`src/rtl/lfsr_crypt_engine.sv`:
```
// lfsr_crypt_engine: streaming LFSR cipher with known-preamble seed/tap recovery.
// Optional define STRIP_PAD_EN drops leading decrypted pad words in search mode.
module lfsr_crypt_engine #(
    parameter int WIDTH      = 8,
    parameter int NUM_PTRN   = 8,
    parameter int SEARCH_LEN = 8,
    parameter int LEN_W      = 7,
    parameter logic [WIDTH-1:0] PAD_CHAR = 8'h20
) (
    input  logic                        clk,
    input  logic                        reset,
    input  logic                        start,
    input  logic                        mode,
    input  logic [WIDTH-1:0]            ptrn_in,
    input  logic [WIDTH-1:0]            seed_in,
    input  logic [NUM_PTRN*WIDTH-1:0]   ptrn_tbl,
    input  logic [LEN_W-1:0]            msg_len,
    input  logic                        in_valid,
    input  logic [WIDTH-1:0]            in_data,
    output logic                        in_ready,
    output logic                        out_valid,
    output logic [WIDTH-1:0]            out_data,
    input  logic                        out_ready,
    output logic                        busy,
    output logic                        done,
    output logic                        found,
    output logic [$clog2(NUM_PTRN)-1:0] ptrn_idx,
    output logic                        err,
    output logic [LEN_W-1:0]            out_count
);
    localparam int IW = $clog2(NUM_PTRN);
    localparam int SW = $clog2(SEARCH_LEN);
    localparam logic [LEN_W-1:0] SLEN  = LEN_W'(SEARCH_LEN);
    localparam logic [SW-1:0]    ILAST = SW'(SEARCH_LEN - 1);
    localparam logic [IW-1:0]    KLAST = IW'(NUM_PTRN - 1);

    typedef enum logic [2:0] {S_IDLE, S_STREAM, S_FILL, S_SEARCH, S_FLUSH, S_DONE} state_t;

    state_t             state, state_n;
    logic [WIDTH-1:0]   s_q, s_n, seed_q, seed_n, ptrn_q, ptrn_n;
    logic [IW-1:0]      k_q, k_n, pidx_n;
    logic [SW-1:0]      idx_q, idx_n;
    logic [LEN_W-1:0]   len_q, len_n, cnt_q, cnt_n, oc_n;
    logic [WIDTH-1:0]   buf_q [SEARCH_LEN];
    logic [WIDTH-1:0]   od_n, cur_ptrn, step, word;
    logic               ov_n, found_n, err_n, slot_free, emit, keep, buf_we;
`ifdef STRIP_PAD_EN
    logic               strip_q, strip_n;
`endif

    // During search the taps come straight from the candidate table entry k.
    always_comb begin
        cur_ptrn = (state == S_SEARCH) ? ptrn_tbl[k_q*WIDTH +: WIDTH] : ptrn_q;
        step     = {s_q[WIDTH-2:0], ^(s_q & cur_ptrn)};
    end

    assign busy = (state != S_IDLE) && (state != S_DONE);
    assign done = (state == S_DONE);

    always_comb begin
        state_n   = state;
        s_n       = s_q;
        seed_n    = seed_q;
        ptrn_n    = ptrn_q;
        k_n       = k_q;
        idx_n     = idx_q;
        len_n     = len_q;
        cnt_n     = cnt_q;
        found_n   = found;
        err_n     = err;
        pidx_n    = ptrn_idx;
        slot_free = ~out_valid | out_ready;
        ov_n      = out_valid & ~out_ready;
        od_n      = out_data;
        oc_n      = (out_valid && out_ready && out_count != '1) ? out_count + 1'b1 : out_count;
        in_ready  = 1'b0;
        emit      = 1'b0;
        word      = '0;
        buf_we    = 1'b0;
        keep      = 1'b1;
`ifdef STRIP_PAD_EN
        strip_n   = strip_q;
`endif
        case (state)
            S_IDLE, S_DONE: if (start) begin
                len_n   = msg_len;
                cnt_n   = '0;
                idx_n   = '0;
                k_n     = '0;
                found_n = 1'b0;
                err_n   = 1'b0;
                pidx_n  = '0;
                oc_n    = '0;
                s_n     = seed_in;
                ptrn_n  = ptrn_in;
`ifdef STRIP_PAD_EN
                strip_n = mode;
`endif
                if (!mode)
                    state_n = S_STREAM;
                else if (msg_len < SLEN) begin
                    err_n   = 1'b1;
                    state_n = S_DONE;
                end else
                    state_n = S_FILL;
            end
            S_STREAM: begin
                in_ready = slot_free && (cnt_q != len_q);
                if (in_valid && in_ready) begin
                    emit  = 1'b1;
                    word  = in_data ^ s_q;
                    s_n   = step;
                    cnt_n = cnt_q + 1'b1;
                end else if (cnt_q == len_q && slot_free)
                    state_n = S_DONE;
            end
            S_FILL: begin
                in_ready = 1'b1;
                if (in_valid) begin
                    buf_we = 1'b1;
                    cnt_n  = cnt_q + 1'b1;
                    idx_n  = idx_q + 1'b1;
                    if (idx_q == ILAST) begin
                        seed_n  = buf_q[0] ^ PAD_CHAR;
                        s_n     = buf_q[0] ^ PAD_CHAR;
                        k_n     = '0;
                        idx_n   = SW'(1);
                        state_n = S_SEARCH;
                    end
                end
            end
            S_SEARCH: begin
                if ((buf_q[idx_q] ^ step) == PAD_CHAR) begin
                    if (idx_q == ILAST) begin
                        found_n = 1'b1;
                        pidx_n  = k_q;
                        ptrn_n  = cur_ptrn;
                        s_n     = seed_q;
                        idx_n   = '0;
                        state_n = S_FLUSH;
                    end else begin
                        s_n   = step;
                        idx_n = idx_q + 1'b1;
                    end
                end else if (k_q == KLAST) begin
                    err_n   = 1'b1;
                    state_n = S_DONE;
                end else begin
                    k_n   = k_q + 1'b1;
                    s_n   = seed_q;
                    idx_n = SW'(1);
                end
            end
            S_FLUSH: if (slot_free) begin
                emit  = 1'b1;
                word  = buf_q[idx_q] ^ s_q;
                s_n   = step;
                idx_n = idx_q + 1'b1;
                if (idx_q == ILAST)
                    state_n = S_STREAM;
            end
            default: state_n = S_IDLE;
        endcase
`ifdef STRIP_PAD_EN
        // Suppression ends permanently at the first non-pad plaintext word.
        if (emit && strip_q) begin
            if (word == PAD_CHAR) keep = 1'b0;
            else                  strip_n = 1'b0;
        end
`endif
        if (emit && keep) begin
            ov_n = 1'b1;
            od_n = word;
        end
    end

    always_ff @(posedge clk or posedge reset) begin
        if (reset) begin
            state     <= S_IDLE;
            s_q       <= '0;
            seed_q    <= '0;
            ptrn_q    <= '0;
            k_q       <= '0;
            idx_q     <= '0;
            len_q     <= '0;
            cnt_q     <= '0;
            out_valid <= 1'b0;
            out_data  <= '0;
            out_count <= '0;
            found     <= 1'b0;
            err       <= 1'b0;
            ptrn_idx  <= '0;
`ifdef STRIP_PAD_EN
            strip_q   <= 1'b0;
`endif
            for (int j = 0; j < SEARCH_LEN; j++) buf_q[j] <= '0;
        end else begin
            state     <= state_n;
            s_q       <= s_n;
            seed_q    <= seed_n;
            ptrn_q    <= ptrn_n;
            k_q       <= k_n;
            idx_q     <= idx_n;
            len_q     <= len_n;
            cnt_q     <= cnt_n;
            out_valid <= ov_n;
            out_data  <= od_n;
            out_count <= oc_n;
            found     <= found_n;
            err       <= err_n;
            ptrn_idx  <= pidx_n;
`ifdef STRIP_PAD_EN
            strip_q   <= strip_n;
`endif
            if (buf_we) buf_q[idx_q] <= in_data;
        end
    end
endmodule

```
`config.mk`:
```
export PLATFORM = sky130hd
export DESIGN_NAME = lfsr_crypt_engine
export DESIGN_NICKNAME = d
export VERILOG_FILES = /design/src/rtl/lfsr_crypt_engine.sv
export SDC_FILE = /design/constraint.sdc
export NUM_CORES = 1
export LEC_CHECK = 0
export CAP_MARGIN = 20
export CORE_MARGIN = 10
export CORE_UTILIZATION = 65
export CTS_CLUSTER_SIZE = 14
export DETAILED_ROUTE_END_ITERATION = 12
export DONT_BUFFER_PORTS = 1
export HOLD_SLACK_MARGIN = 0.12
export PLACE_DENSITY = 0.91
export SYNTH_ARGS = -nofsm -noshare
export SYNTH_HDL_FRONTEND = slang
export SYNTH_SLANG_ARGS = --single-unit
```
`constraint.sdc`:
```
create_clock -name clk -period 6.4 [get_ports clk]
set_clock_uncertainty 0.1 [all_clocks]
set_input_delay 0.96 -clock clk [delete_from_list [all_inputs] [get_ports clk]]
set_output_delay 0.96 -clock clk [all_outputs]
set_load 0.02 [all_outputs]
```
Yosys cells after proc, flatten, opt, wreduce, memory -nomap -nowiden
Index checks and enable logic that the tools add are counted.

$add $sub $neg: 4. $lt $le $gt $ge: 3. Equality and inequality tests: 28. Shift-type cells: 1. Multiplexer cells: 76. Bitwise gates (word level): 10. Reduce and logical (&&, ||, !) cells: 25.

Operators with widths (count): $mux W8 (17); $mux W3 (25); $bwmux W64 (1); $shiftx A64 B7 Y8 (1); $mux W7 (6); $pmux W8 S5 (1); $pmux W8 S2 (2); $bmux W8 S3 (1); $demux W8 S3 (1); $xor A8 B8 Y8 (3); $pmux W7 S3 (1); $ne A2 B2 Y1 const B (10); $pmux W3 S5 (1); $add A7 B1 Y7 const B (2); $mux W1 (13); $eq A3 B3 Y1 const B (4); $pmux W3 S4 (1); $reduce_and A4 Y1 (3); $pmux W3 S3 (1); $reduce_and A9 Y1 (1); $reduce_bool A3 Y1 (3); $and A8 B8 Y8 (1); $eq A8 B6 Y1 const B (1); $pmux W1 S2 (4); other kinds (30) (43).

Register bits after elaboration: 132. Bits of input ports: 101. Output and inout bits: 24. Word-level logic and storage cells: 169.

Depth between registers and ports, before layout
Depth after elaboration: 8. Mapped depth: 16. Gate-level depth less buffers: 11.

Least setup slack after synthesis
No wires, ideal clock.

Path type: input to register. Start point: in ptrn_tbl[44]. End point: reg s_q[0]. Library setup time: 0.125 ns. Arrival: 3.670 ns. Required time: 6.175 ns. Setup slack: 2.505 ns. Stages: 11. Buffers on the path: 0. Cells stage by stage: mux4_1 > nor2b_1 > nor3_1 > o21ai_0 > xor2_1 > xnor2_1 > xor3_2 > nor2_4 > nor2_4 > a211oi_4 > mux2_2.

Word-level cells in the longest chain between the ends: 8. Elaborated cells on any way between the ends: 13. Those cells by class: 2 x eq/ne; 1 x shift; 6 x mux; 2 x bitwise; 2 x reduce/logical.

RTL lines: from (decl) (RTL line 16) `input logic [NUM_PTRN*WIDTH-1:0] ptrn_tbl,`; $shiftx A64 B7 Y8 * (RTL line 53) `cur_ptrn = (state == S_SEARCH) ? ptrn_tbl[k_q*WIDTH +: WIDTH] : ptrn_q;`; $mux W8 * (RTL line 53); $and A8 B8 Y8 * (RTL line 54) `step = {s_q[WIDTH-2:0], ^(s_q & cur_ptrn)};`; $reduce_xor A8 Y1 * (RTL line 54); $xor A8 B8 Y8 (RTL line 133) `if ((buf_q[idx_q] ^ step) == PAD_CHAR) begin`; $eq A8 B6 Y1 (RTL line 133); $ne A3 B3 Y1 (no line) / $mux W8 (equally long branches); $reduce_and A7 Y1 (no line) / $pmux W8 S5 (equally long branches); to (signal assigned) (RTL line 199) `s_q <= s_n;`; to (decl) (RTL line 40) `logic [WIDTH-1:0] s_q, s_n, seed_q, seed_n, ptrn_q, ptrn_n;`.

Every way passes the cells marked *; elsewhere a longest branch is shown, timed or not. The select of a mux whose other input is x is not followed. A chain may end at the register's enable or synchronous reset.

Final worst setup path
Start point: reg state[1]. End point: reg s_q[3].

Word-level cells in the longest chain between the ends: 8. Elaborated cells on any way between the ends: 22. Those cells by class: 12 x eq/ne; 3 x mux; 2 x bitwise; 5 x reduce/logical.

RTL lines: from (decl) (RTL line 39) `state_t state, state_n;`; from (signal assigned) (RTL line 198) `state <= state_n;`; $eq A3 B2 Y1 (RTL line 53, 84); $mux W8 (RTL line 53); $and A8 B8 Y8 (RTL line 54); $reduce_xor A8 Y1 (RTL line 54); $xor A8 B8 Y8 (RTL line 133); $eq A8 B6 Y1 (RTL line 133); $ne A3 B3 Y1 (no line) / $mux W8 (equally long branches); $reduce_and A7 Y1 (no line) / $pmux W8 S5 (equally long branches).

Parallel ways exist; a longest one is shown, timed or not.

==> flow_summary.json <==
{
  "coreArea_um2": 11560,
  "start_util_pct": 67.46,
  "die_w_um": 129.6,
  "hpwl_mm": 14.70,
  "clkLatencyLatePin_ns": 0.42,
  "ys_async_sr_fraction_pct": 100.0,
  "p_sw_share_pct": 40.92,
  "fillers": 740,
  "synth.mux.area_fraction_pct": 21.68,
  "grt_max_degree": 81,
  "status": "complete, no violations",
  "synth_flop_cell": "dfrtp_1",
  "worstSetupPathType": "reg2reg",
  "crit_path_end_kind": "register",
  "antenna_found_initial": 0,
  "post-cts-setup-buffers": 0,
  "crit_path_max_fanout": 36,
  "clock-root-buffer": "clkbuf_16",
  "pwr-share-clk_pct": 23.5,
  "ant_nets": 0,
  "synth_edf_count": 0,
  "ctsHoldBuffers": 0,
  "hold_class": "reg2reg",
  "seq_area_um2": 3303,
  "synth.most_common_cell": "dfrtp_1",
  "power_leakage_nw": 3.712,
  "ir_worst_vdd_mv": 0.3152,
  "yosysUniqueCellTypes": 62,
  "drive_gt1_share_pct": 21.99,
  "multi_input_area_um2": 4179,
  "portBuffers": 0,
  "placementRows": 39,
  "fin_tns_setup_ns": 0,
  "vias": 6038,
  "required_ns": 6.61,
  "die-area_um2": 16780,
  "initialDrtViolationCount": 550,
  "p_total_mw": 4.016,
  "p_int_mw": 2.373,
  "place_congestion": 0.9354,
  "synth_common_cells": "132 x dfrtp_1, 97 x mux2_2, 79 x nand2_1",
  "critPathLaunchType": "register",
  "syn_area_um2": 7801,
  "clk_pin_slew_ns": 0.06,
  "syn_to_final_growth_pct": 6.640,
  "setup_viol": 0,
  "cts_sinks": 132,
  "synth_top_area_cell": "dfrtp_1",
  "min_to": "len_q[1]$_DFFE_PP0P_",
  "synth_compound_area_share_pct": 13.36,
  "worstReg2RegStart": "state[1]$_DFFE_PP0P_",
  "hold_viol": 0,
  "seq_area_frac_synth_pct": 42.34,
  "first_pass_iters": 6,
  "grt_usage_pct": 24.27,
  "worst_slew_margin_rel_pct": 26.38,
  "power_frac_seq_pct": 33.3,
  "r2r_cells": 11,
  "die_h_um": 129.6,
  "vias_per_cell": 6.964,
  "cp.arrival_ns": 5.25,
  "numCtsBuffers": 17,
  "r2r_end": "s_q[3]$_DFFE_PP0P_",
  "hp-start": "len_q[1]$_DFFE_PP0P_",
  "h-tree-depth": 4,
  "cts_resized": 0,
  "min_path_cells": 2,
  "r2r_setup_slack_ns": 1.35,
  "first_global_vias": 5960,
  "grt_pass1_wl_mm": 32.04,
  "synth_top_area_share_pct": 42.34,
  "power_density_nw_per_um2": 482.7,
  "totalWireLength_mm": 20.38,
  "combPwrFrac_pct": 43.1,
  "yosysWarnings": 0,
  "synth_top_family_by_area": "multiplexers",
  "syn_area_per_cell_um2": 10.60,
  "synth_fa_ha_area_share_pct": 0.9623,
  "synth_xor_area_share_pct": 4.026,
  "yosys.area_share.simple_pct": 13.54,
  "io_pins": 125,
  "synth_area_leaders": "dfrtp_1 42%, mux2_2 14%, nand2_1 3.8%",
  "rsz0062_at_grt": "false",
  "cts_buffer_depth": 2,
  "netSwitchingPower_mw": 1.643,
  "slew_viol_final": 0,
  "wl_per_cell_um": 23.50,
  "ys_ff_latch": 132,
  "fin_crit_sh_pct": 78.87,
  "nNetsFinal": 817,
  "drc_errors": 0,
  "maxCapViolCount": 0,
  "layout_min_cycle_time_ns": 5.048,
  "max_freq_mhz": 198.1,
  "worst_slew_pin_slew_ns": 1.104,
  "synthCells": 736,
  "grt-ovfl-total": 0,
  "cts_tree": "yes",
  "synth_nets": 843
}
worst max path at each step:
stage	startpoint	end	slack [ns]	cells past startpoint
detailed placement	state[1]$_DFFE_PP0P_	s_q[3]$_DFFE_PP0P_	1.50	11
global placement	state[1]$_DFFE_PP0P_	s_q[5]$_DFFE_PP0P_	1.78	11
global route	state[1]$_DFFE_PP0P_	s_q[3]$_DFFE_PP0P_	1.10	11
floorplan	reset	buf_q[0]$_DFFE_PP0P_	1.81	1
CTS	state[1]$_DFFE_PP0P_	s_q[3]$_DFFE_PP0P_	1.47	11
finish	state[1]$_DFFE_PP0P_	s_q[3]$_DFFE_PP0P_	1.35	11
worst max-delay path: stages, from the launching register on:
cell and delay, ns:
dfrtp_1 0.82, nor2b_1 0.55, nand2_2 0.53, nor3_1 0.41, o21ai_0 0.16, xnor2_1 0.23
xnor2_1 0.19, xor3_2 0.58, nor4_4 0.74, o21bai_1 0.24, a21oi_1 0.11, mux2_2 0.26
per-stage QoR:
step,worst slack [ns],instance area (um^2),std cells,utilization [%],hold slack [ns]
6_report,1.352,8319,867,71.94,0.4028
5_1_grt,1.101,8317,866,71.91,0.4145
4_1_cts,1.473,8312,865,71.87,0.4070
3_5_place_dp,1.500,7735,833,66.88,0.3925
3_3_place_gp,1.775,7735,833,66.88,0.3805
2_1_floorplan,1.814,7801,736,-,0.3502
flip-flops by register name, summed over array words and instances (netlist names):
register   count
buf_q         64
s_q            8
seed_q         8
out_data       8
out_valid      1
cnt_q          7
found          1
ptrn_q         8
k_q            3
err            1
state          3
len_q          7
idx_q          3
out_count      7
ptrn_idx       3
placed cells by master, fill, tap and decap left out, types with 7 or more instances in the layout:
cell type | Yosys | routed
mux4_1 | 8 | 8
o21ai_0 | 24 | 24
dfrtp_1 | 132 | 132
mux2i_1 | 19 | 19
o221ai_1 | 11 | 11
nor2b_1 | 16 | 16
xor2_1 | 15 | 15
nor2_1 | 45 | 45
nor3_1 | 16 | 16
nand3_1 | 13 | 13
o22ai_1 | 20 | 20
nand2b_1 | 8 | 8
and2_1 | 10 | 10
clkbuf_16 | 0 | 17
a21oi_1 | 43 | 43
o21bai_1 | 7 | 7
a221o_1 | 10 | 10
xnor2_1 | 18 | 18
nand2_1 | 79 | 79
a22o_1 | 15 | 15
mux2_2 | 97 | 97
buf_4 | 10 | 7
layout make-up:
| class | instances | share of cell area [%] |
|---|---|---|
| Antenna cell | 1 | 0.03008 |
| Clock buffer | 20 | 5.490 |
| Clock inverter | 12 | 1.444 |
| Inverter | 5 | 0.2557 |
| Multi-Input combinational cell | 546 | 50.23 |
| Sequential cell | 132 | 39.71 |
| Tap cell | 143 | 2.151 |
| Timing Repair Buffer | 8 | 0.6918 |
power by group through the flow:
stage / Clock [mW] / Combinational [mW] / Sequential, mW
2_1_floorplan: 0 / 1.55 / 1.18
3_3_place_gp: 0 / 1.62 / 1.32
3_5_place_dp: 0 / 1.69 / 1.34
4_1_cts: 0.957 / 1.70 / 1.33
5_1_grt: 0.997 / 1.88 / 1.36
6_report: 0.945 / 1.73 / 1.34
routing by layer:
| metal | wire length (um) | track usage (%) |
|---|---|---|
| met2 | 10220 | 40.49 |
| met3 | 2020 | 8.361 |
| met4 | 496 | 8.201 |
| met5 | 0 | 0 |
| met1 | 7638 | 28.86 |
cells by family (layout without fill, tap and decap cells):
logic type	Yosys count	in the layout
other	0	1
and+or+nand+nor	215	215
xor gates and xnor gates	34	34
adders and majority gates	6	6
muxes	135	135
buffers and inverters	58	45
AOI/OAI and AO/OA	156	156
DFF	132	132
Note: power is estimated with default switching activity, not from simulation.
